`config.mk`:
```
export PLATFORM = sky130hd
export DESIGN_NAME = thor2022_bitfield_issue
export DESIGN_NICKNAME = d
export VERILOG_FILES = /design/src/rtl/thor2022_bitfield_issue.sv
export SDC_FILE = /design/constraint.sdc
export NUM_CORES = 1
export LEC_CHECK = 0
export CAP_MARGIN = 20
export CORE_AREA = 2 2 443 445
export CTS_CLUSTER_DIAMETER = 60
export DETAILED_ROUTE_END_ITERATION = 12
export DIE_AREA = 0 0 445 447
export SYNTH_ARGS = -nofsm -noshare
export SYNTH_HDL_FRONTEND = slang
export SYNTH_SLANG_ARGS = --single-unit
export TNS_END_PERCENT = 50
```
`constraint.sdc`:
```
create_clock -name clk_i -period 25.7 [get_ports clk_i]
set_input_delay 3.855 -clock clk_i [delete_from_list [all_inputs] [get_ports clk_i]]
set_output_delay 3.855 -clock clk_i [all_outputs]
set_load 0.02 [all_outputs]
```
`src/rtl/thor2022_bitfield_issue.sv`:
```
// Issue stage for the combinational bitfield unit: captures one operation,
// executes it for one cycle and buffers the result in a 2-entry writeback FIFO.
module thor2022_bitfield_issue #(
   parameter int unsigned WID = 128,
   parameter int unsigned IRW = 48,
   parameter int unsigned TGW = 6
) (
   input  logic           clk_i,
   input  logic           rst_i,
   input  logic           flush_i,
   input  logic           req_i,
   output logic           rdy_o,
   input  logic [IRW-1:0] ir_i,
   input  logic [WID-1:0] a_i,
   input  logic [WID-1:0] b_i,
   input  logic [WID-1:0] c_i,
   input  logic [TGW-1:0] tgt_i,
   output logic [IRW-1:0] bf_ir_o,
   output logic [WID-1:0] bf_a_o,
   output logic [WID-1:0] bf_b_o,
   output logic [WID-1:0] bf_c_o,
   input  logic [WID-1:0] bf_res_i,
   output logic           wb_v_o,
   output logic [TGW-1:0] wb_tgt_o,
   output logic [WID-1:0] wb_res_o,
   input  logic           wb_ack_i,
   output logic           busy_o
);

   typedef enum logic {
      IDLE = 1'b0,
      EXEC = 1'b1
   } state_t;

   state_t         state_q;
   state_t         state_d;
   logic [TGW-1:0] tgt_q;
   logic [1:0]     cnt_q;
   logic           wptr_q;
   logic           rptr_q;
   logic [TGW-1:0] qtgt [2];
   logic [WID-1:0] qres [2];
   logic           issue;
   logic           push;
   logic           pop;

   // Handshake qualifiers; flush suppresses every queue side effect.
   always_comb begin
      pop   = wb_v_o & wb_ack_i & ~flush_i;
      push  = (state_q == EXEC) & ~flush_i;
      rdy_o = ~flush_i & (((state_q == IDLE) && (cnt_q != 2'd2)) ||
                          ((state_q == EXEC) && (cnt_q == 2'd0)) ||
                          ((cnt_q == 2'd1) && pop));
      issue = req_i & rdy_o;
   end

   // Next-state logic: EXEC lasts one cycle unless a back-to-back issue lands.
   always_comb begin
      state_d = state_q;
      if (flush_i) begin
         state_d = IDLE;
      end else begin
         unique case (state_q)
            IDLE: if (issue) state_d = EXEC;
            EXEC: state_d = issue ? EXEC : IDLE;
            default: state_d = IDLE;
         endcase
      end
   end

   // State register.
   always_ff @(posedge clk_i) begin
      if (rst_i) state_q <= IDLE;
      else       state_q <= state_d;
   end

   // Operand capture on a completed issue; held otherwise.
   always_ff @(posedge clk_i) begin
      if (rst_i) begin
         bf_ir_o <= '0;
         bf_a_o  <= '0;
         bf_b_o  <= '0;
         bf_c_o  <= '0;
         tgt_q   <= '0;
      end else if (issue) begin
         bf_ir_o <= ir_i;
         bf_a_o  <= a_i;
         bf_b_o  <= b_i;
         bf_c_o  <= c_i;
         tgt_q   <= tgt_i;
      end
   end

   // Result FIFO: EXEC result written at the tail, head popped on ack.
   always_ff @(posedge clk_i) begin
      if (rst_i) begin
         cnt_q  <= '0;
         wptr_q <= 1'b0;
         rptr_q <= 1'b0;
         for (int unsigned i = 0; i < 2; i++) begin
            qtgt[i] <= '0;
            qres[i] <= '0;
         end
      end else if (flush_i) begin
         cnt_q  <= '0;
         wptr_q <= 1'b0;
         rptr_q <= 1'b0;
      end else begin
         if (push) begin
            qtgt[wptr_q] <= tgt_q;
            qres[wptr_q] <= bf_res_i;
            wptr_q       <= ~wptr_q;
         end
         if (pop) rptr_q <= ~rptr_q;
         unique case ({push, pop})
            2'b10:   cnt_q <= cnt_q + 2'd1;
            2'b01:   cnt_q <= cnt_q - 2'd1;
            default: cnt_q <= cnt_q;
         endcase
      end
   end

   // Head of the FIFO drives the writeback port.
   always_comb begin
      wb_v_o   = (cnt_q != 2'd0);
      wb_tgt_o = qtgt[rptr_q];
      wb_res_o = qres[rptr_q];
      busy_o   = (state_q == EXEC) || (cnt_q != 2'd0);
   end

   // The rdy_o qualification keeps a slot free for every EXEC result.
   a_no_overflow: assert property (@(posedge clk_i) disable iff (rst_i)
      !(push && (cnt_q == 2'd2)));

endmodule

```
==> metrics.md, run 1 <==
| Metric | Value |
|---|---|
| Post-synthesis xor/xnor area fraction | 0.00112 |
| Detail Route Antenna Nets | 0 |
| FMAX | roughly 110 MHz |
| Postcts setup bufs | 0 |
| Width of the die | about 450 um |
| Max-Cap Viols | 0 |
| CP endpoint kind | primary output |
| Synth Area in Adders | 0.00120 |
| Boundary Pins | 1140 |
| Hold Path End | bf_c_o[52] |
| Slowest library cell on the worst path | clkdlybuf4s50_1 |
| Clk_lat worst skew | around 0.73 ns |
| Setup Crit Path Kind | in2out |
| Complex-gate fraction of the synthesized area | 0.000838 |
| Final wirelength | ~140 mm |
| Global-route wire length before repair | around 190 mm |
| Core area | roughly 200000 um2 |
| Die ar. | around 200000 um2 |
| Remaining Overflow, GRT | 0 |
| Initial antenna violation count | between 60 and 70 |
| Status | finished, final reports clean |
| Slew at the pin closest to its max-slew limit | 1.23 ns |
| Setup violators final | 0 |
| Final Max Slew Viols | 0 |
| DR pass1 iterations | 6 |
| CP max stage delay | around 0.63 ns |
| Pwr Total | 3.04 mW |
| R2R depth | 8 |
| Fillers | 20500 |
| Maximum clock path buffer count | 3 |
| Final hold vios | 0 |
| Via Count | 22900 |
| HPWL after DPL | between 100 and 150 mm |
| Top cell type's share of synthesized area | 0.284 |
| Pin count of the biggest net entering global routing | between 300 and 400 |
| Clock sinks | ~710 |
| Largest cells by area after synthesis | dfxtp_1 (28%), edfxtp_1 (26%), nand2b_1 (18%) |
| Post-cts sizing count | 0 |
| Register area | about 17000 um2 |
| Multiplexer area fraction after synthesis | 0.188 |
| Critical Path Source Type | input pin |
| Via density per instance | 3.60 |
| Hold buffers post-CTS | 0 |
| Initial Utilization | 0.161 |
| Worst R2R End | bf_c_o[82] |
| RD Place Congestion | about 0.92 |
| Synth top cells by count | nand2b_1 (877), dfxtp_1 (444), mux2i_1 (439) |
| Share of cells above drive strength 1 | 0.0820 |
| Worst hold path stage count | 2 |
| Worst vdd ir | about 0.047 mV |
| Worst min path class | reg2reg |
| Vias in the first global route | 22900 |
| Total negative slack | 0 ns |
| Post-Synth Simple-Gate Area | 0.232 |
| R2R Path Start | cnt_q[0] |
| Clk Tree Root Cell | clkbuf_16 |
| Fin util | 0.249 |
| Asr flop ratio synth | 0 |
| Yosys warnings | 0 |
| Worst Skew | roughly 0.063 ns |
| Yosys top cell by area | dfxtp_1 |
| Std cell rows | between 150 and 200 |
| Multi-input logic area | 13300 um2 |
| R2R setup slack | around 21 ns |
| Total GRT Usage | 0.135 |
| Post-synthesis cell count | between 2000 and 3000 |
| CP Cell Sequence | clkdlybuf4s50_1 -> and3b_1 -> nor2_1 -> nor2_1 -> clkdlybuf4s50_1 |
| Pleak | 17.1 nW |
| DRT iter0 DRCs | 1285 |
| Hold Startpoint | bf_c_o[52] |
| IO Port Bufs | approximately 1100 |
| Routed wire length per instance | approximately 22 um |
| Relative slew margins | 0.177 |
| Mapped Avg Cell Area | around 12 um2 |
| CTS clk-pin slew, worst paths | around 0.050 ns |
| Post-synthesis sequential area ratio | 0.540 |
| Die H | 447 um |
| Post-synth net total | roughly 3200 |
| Crit Path Max Fanout | 2 |
| Largest family of logic cells by synthesized area | simple AND/OR/NAND/NOR gates |
| Cell with the most instances after synthesis | nand2b_1 |
| Critical Path AT | about 5.6 ns |
| DP Area | between 40000 and 50000 um2 |
| Layout Cell Area excl Fill | between 40000 and 50000 um2 |
| Pwr dens | roughly 63 nW/um2 |
| CTS tree | built |
| Num CTS Buffers | between 90 and 100 |
| Yosys cell types | 27 |
| Primary FF master, synth | dfxtp_1 |
| Critical path launch point | wb_ack_i |
| Crit path required time | ~22 ns |
| NumNets Final | 4293 |
| Detailed-route DRC error count | 0 |
| EDFF count, synth | ~270 |
| Tcrit/Tclk final | 0.367 |
| Post-Syn Area | roughly 31000 um2 |
| H-tree depth reported by CTS | 3 |
| #FFs+latches synth | a little over 700 |
| Layout area overhead | 54.0% |
| Fin crit period | approximately 9.4 ns |
| RSZ-0062 raised after global routing | no |
placed cells by master (no fill, tap or decap), types with 11 or more instances in the layout:
master / count
clkbuf_1: 22
mux2_2: 134
and2_1: 269
nand2b_1: 877
dfxtp_1: 443
clkbuf_16: 95
edfxtp_1: 268
buf_4: 19
clkdlybuf4s50_1: 1138
clkinv_2: 11
mux2i_1: 439
critical path: cells and delay by family:
| family | cells | cell delay [ns] |
|---|---|---|
| buffers and inverters | 2 | 1.26 |
| AND/OR/NAND/NOR | 3 | 0.46 |
metrics by stage:
stage          std cells  worst slack (ns)  hold slack [ns]
6_report            6345             16.26            0.469
5_1_grt             6340             16.21            0.487
4_1_cts             6333             16.20            0.474
3_5_place_dp        6161             16.21            0.461
3_3_place_gp        6161             16.19            0.457
2_1_floorplan       2650             14.68            0.452
power breakdown:
group          switching, mW  internal, mW
logic                  0.207         0.225
registers             0.0283          1.23
clock network          0.567         0.787
total                  0.802          2.24
logic make-up after synthesis:
kind of cell,Yosys count
AO/OA/AOI/OAI,3
AND/OR/NAND/NOR,1160
flip-flops,712
multiplexers,573
buffers and inverters,195
XOR/XNOR,4
adder cells (fa/ha/maj),3
state kept, by name (all words and copies together) (netlist names), named ones only:
name / cells
cnt_q: 2
qres: 256
bf_c_o: 128
qtgt: 12
bf_b_o: 128
wptr_q: 1
tgt_q: 6
bf_a_o: 128
rptr_q: 1
bf_ir_o: 48
state_q: 1
metal layers:
| layer | global-route usage | share of wire |
|---|---|---|
| met1 | 0.158 | 0.40 |
| met2 | 0.224 | 0.48 |
| met3 | 0.0600 | 0.10 |
| met4 | 0.0356 | 0.022 |
| met5 | 0 | 0.00027 |
worst max path at each step:
| stage | end | slack, ns | cells after the start |
|---|---|---|---|
| 3_3_place_gp | rdy_o | 16.19 | 5 |
| 5_1_grt | rdy_o | 16.21 | 5 |
| 3_5_place_dp | rdy_o | 16.21 | 5 |
| 6_report | rdy_o | 16.26 | 5 |
| 2_1_floorplan | qres[0][0] | 14.68 | 3 |
| 4_1_cts | rdy_o | 16.20 | 5 |
area by class of cell:
class	count	share of cell area
inverter	4	0.000311
multi-input combinational	1743	0.275
clock inverter	46	0.0122
clock buffer	126	0.0535
tap	2542	0.0659
timing repair buffer	1163	0.241
antenna	9	0.000466
sequential	712	0.351
No activity file was read; power rests on OpenSTA's default activity.
==> run 2, diff against run 1 <==
==> constraint.sdc (replaced) <==
create_clock -name clk_i -period 9.26 [get_ports clk_i]
set_input_delay 1.389 -clock clk_i [delete_from_list [all_inputs] [get_ports clk_i]]
set_output_delay 1.389 -clock clk_i [all_outputs]
set_load 0.02 [all_outputs]
==> run 2 against run 1 <==
Effect of this change:
- highest routed layer unchanged
- global-route usage is 0.39 points higher
- clock skew is 0.0083 ns higher
- power grew to 2.9 times the previous value
- critical path type is now reg2out
- critical endpoint is now wb_res_o[120]
==> metrics.md, run 2 (synthesized netlist as in run 1, its figures left out) <==
| Metric | Value |
|---|---|
| Clk_lat worst skew | approximately 0.75 ns |
| Layout area overhead | 55.2% |
| Gr busiest metal | met2 |
| Die ar. | just under 200000 um2 |
| Routed wire length per instance | around 23 um |
| CTS clk-pin slew, worst paths | about 0.070 ns |
| Via Count | 23100 |
| Boundary Pins | about 1100 |
| Final wirelength | 144 mm |
| Tcrit/Tclk final | 0.557 |
| Fin crit period | about 5.2 ns |
| HPWL after DPL | about 110 mm |
| Num CTS Buffers | slightly below 100 |
| Global-route wire length before repair | around 190 mm |
| Layout Cell Area excl Fill | about 49000 um2 |
| Placed cell count | roughly 6200 |
| M3 GR Usage | 0.0596 |
| Count of non-filler cells in the finished layout | between 6000 and 7000 |
| Hold Path End | bf_a_o[81] |
| Initial antenna violation count | 77 |
| Clock sinks | 712 |
| Hold WS | between 0.4 and 0.5 ns |
| CTS tree | built |
| Pwr Total | 8.73 mW |
| Clk Tree Root Cell | clkbuf_16 |
| Largest reg by FF count | qres |
| Std cell rows | 162 |
| Width of the die | about 450 um |
| RD Place Congestion | 0.912 |
| IO Port Bufs | between 1000 and 1500 |
| Critical Path Source Type | flip-flop |
| Setup Crit Path Kind | reg2out |
| Most frequent cells in the layout | clkdlybuf4s50_1 (1138), nand2b_1 (877), dfxtp_1 (443) |
| Crit path required time | about 7.9 ns |
| R2R Path Start | cnt_q[0] |
| Worst min path class | reg2reg |
| Setup violators final | 0 |
| RSZ-0062 raised after global routing | no |
| Status | finished, final reports clean |
| Hold Startpoint | bf_a_o[81] |
| Final Max Slew Viols | 0 |
| Pwr dens | 179 nW/um2 |
| Worst vdd ir | ~0.15 mV |
| Fin util | 0.251 |
| Worst Skew | 0.0711 ns |
| DRT iter0 DRCs | approximately 1500 |
| NumNets Final | about 4300 |
| Relative slew margins | 0.279 |
| Detailed-route DRC error count | 0 |
| FMAX | 194 MHz |
| Max-Cap Viols | 0 |
| Fin worst setup slack | a little over 4 ns |
| GRT met1 Usage | 0.165 |
| Total negative slack | 0 ns |
| Crit Path Max Fanout | between 60 and 70 |
| Detail Route Antenna Nets | 0 |
| Worst hold path stage count | 2 |
| DR pass1 iterations | 5 |
| H-tree depth reported by CTS | 3 |
| Share of cells above drive strength 1 | 0.0857 |
| Core area | 194000 um2 |
| Hold buffers post-CTS | 0 |
| DP Area | 45100 um2 |
| Initial Utilization | 0.161 |
| Pleak | between 15 and 20 nW |
| Maximum clock path buffer count | 3 |
| Final hold vios | 0 |
| R2R setup slack | roughly 5.9 ns |
| Post-cts sizing count | 0 |
| Via density per instance | 3.63 |
| CP endpoint kind | primary output |
| Slew at the pin closest to its max-slew limit | roughly 1.1 ns |
| Remaining Overflow, GRT | 0 |
| Vias in the first global route | around 23000 |
| Most common cell after layout, fill and taps aside | clkdlybuf4s50_1 |
| R2R depth | 7 |
| Pin count of the biggest net entering global routing | between 200 and 300 |
| Grt met2 use | 0.228 |
| Worst R2R End | bf_a_o[44] |
| Post-Place Setup Slack | 4.60 ns |
| Postcts setup bufs | 0 |
| Largest register FFs | 256 |
| Die H | around 450 um |
| Critical Path AT | ~3.8 ns |
| Total GRT Usage | 0.139 |
[run 2: area by class of cell]
class,instances,area (um2)
repair buffers,1164,11700
clock inverters,54,783
well taps,2542,3180
flip-flops and latches,712,16900
inverters,4,15.0
clock buffers,128,2720
multi-input cells,1743,13300
fillers,20400,146000
diodes,16,40.0
[run 2: per-layer routing]
metal / wire length (um) / vias to the layer above
li1: - / 10900
met1: 57400 / 11000
met2: 68500 / 882
met3: 14500 / 259
met4: 3870 / 14
met5: 93 / -
[run 2: worst max-delay path: stages, from the launching register on]
cell and delay (ns):
dfxtp_4 0.60, buf_4 0.59, buf_4 0.77, mux2_2 0.42, clkdlybuf4s50_1 0.54
[run 2: worst max-delay path by stage]
stage              start            end  depth (start not counted)
2_1_floorplan    flush_i     qres[0][0]                          3
3_3_place_gp     flush_i   qres[0][105]                          5
3_5_place_dp    wb_ack_i          rdy_o                          5
4_1_cts        flip-flop    wb_tgt_o[2]                          4
5_1_grt        flip-flop    wb_tgt_o[2]                          4
6_report       flip-flop  wb_res_o[120]                          4
[run 2: power breakdown]
group	internal [mW]	total [mW]	switching [mW]
combinational	0.626	1.20	0.572
clock	2.40	4.05	1.65
sequential	3.40	3.49	0.0852
total	6.42	8.73	2.31
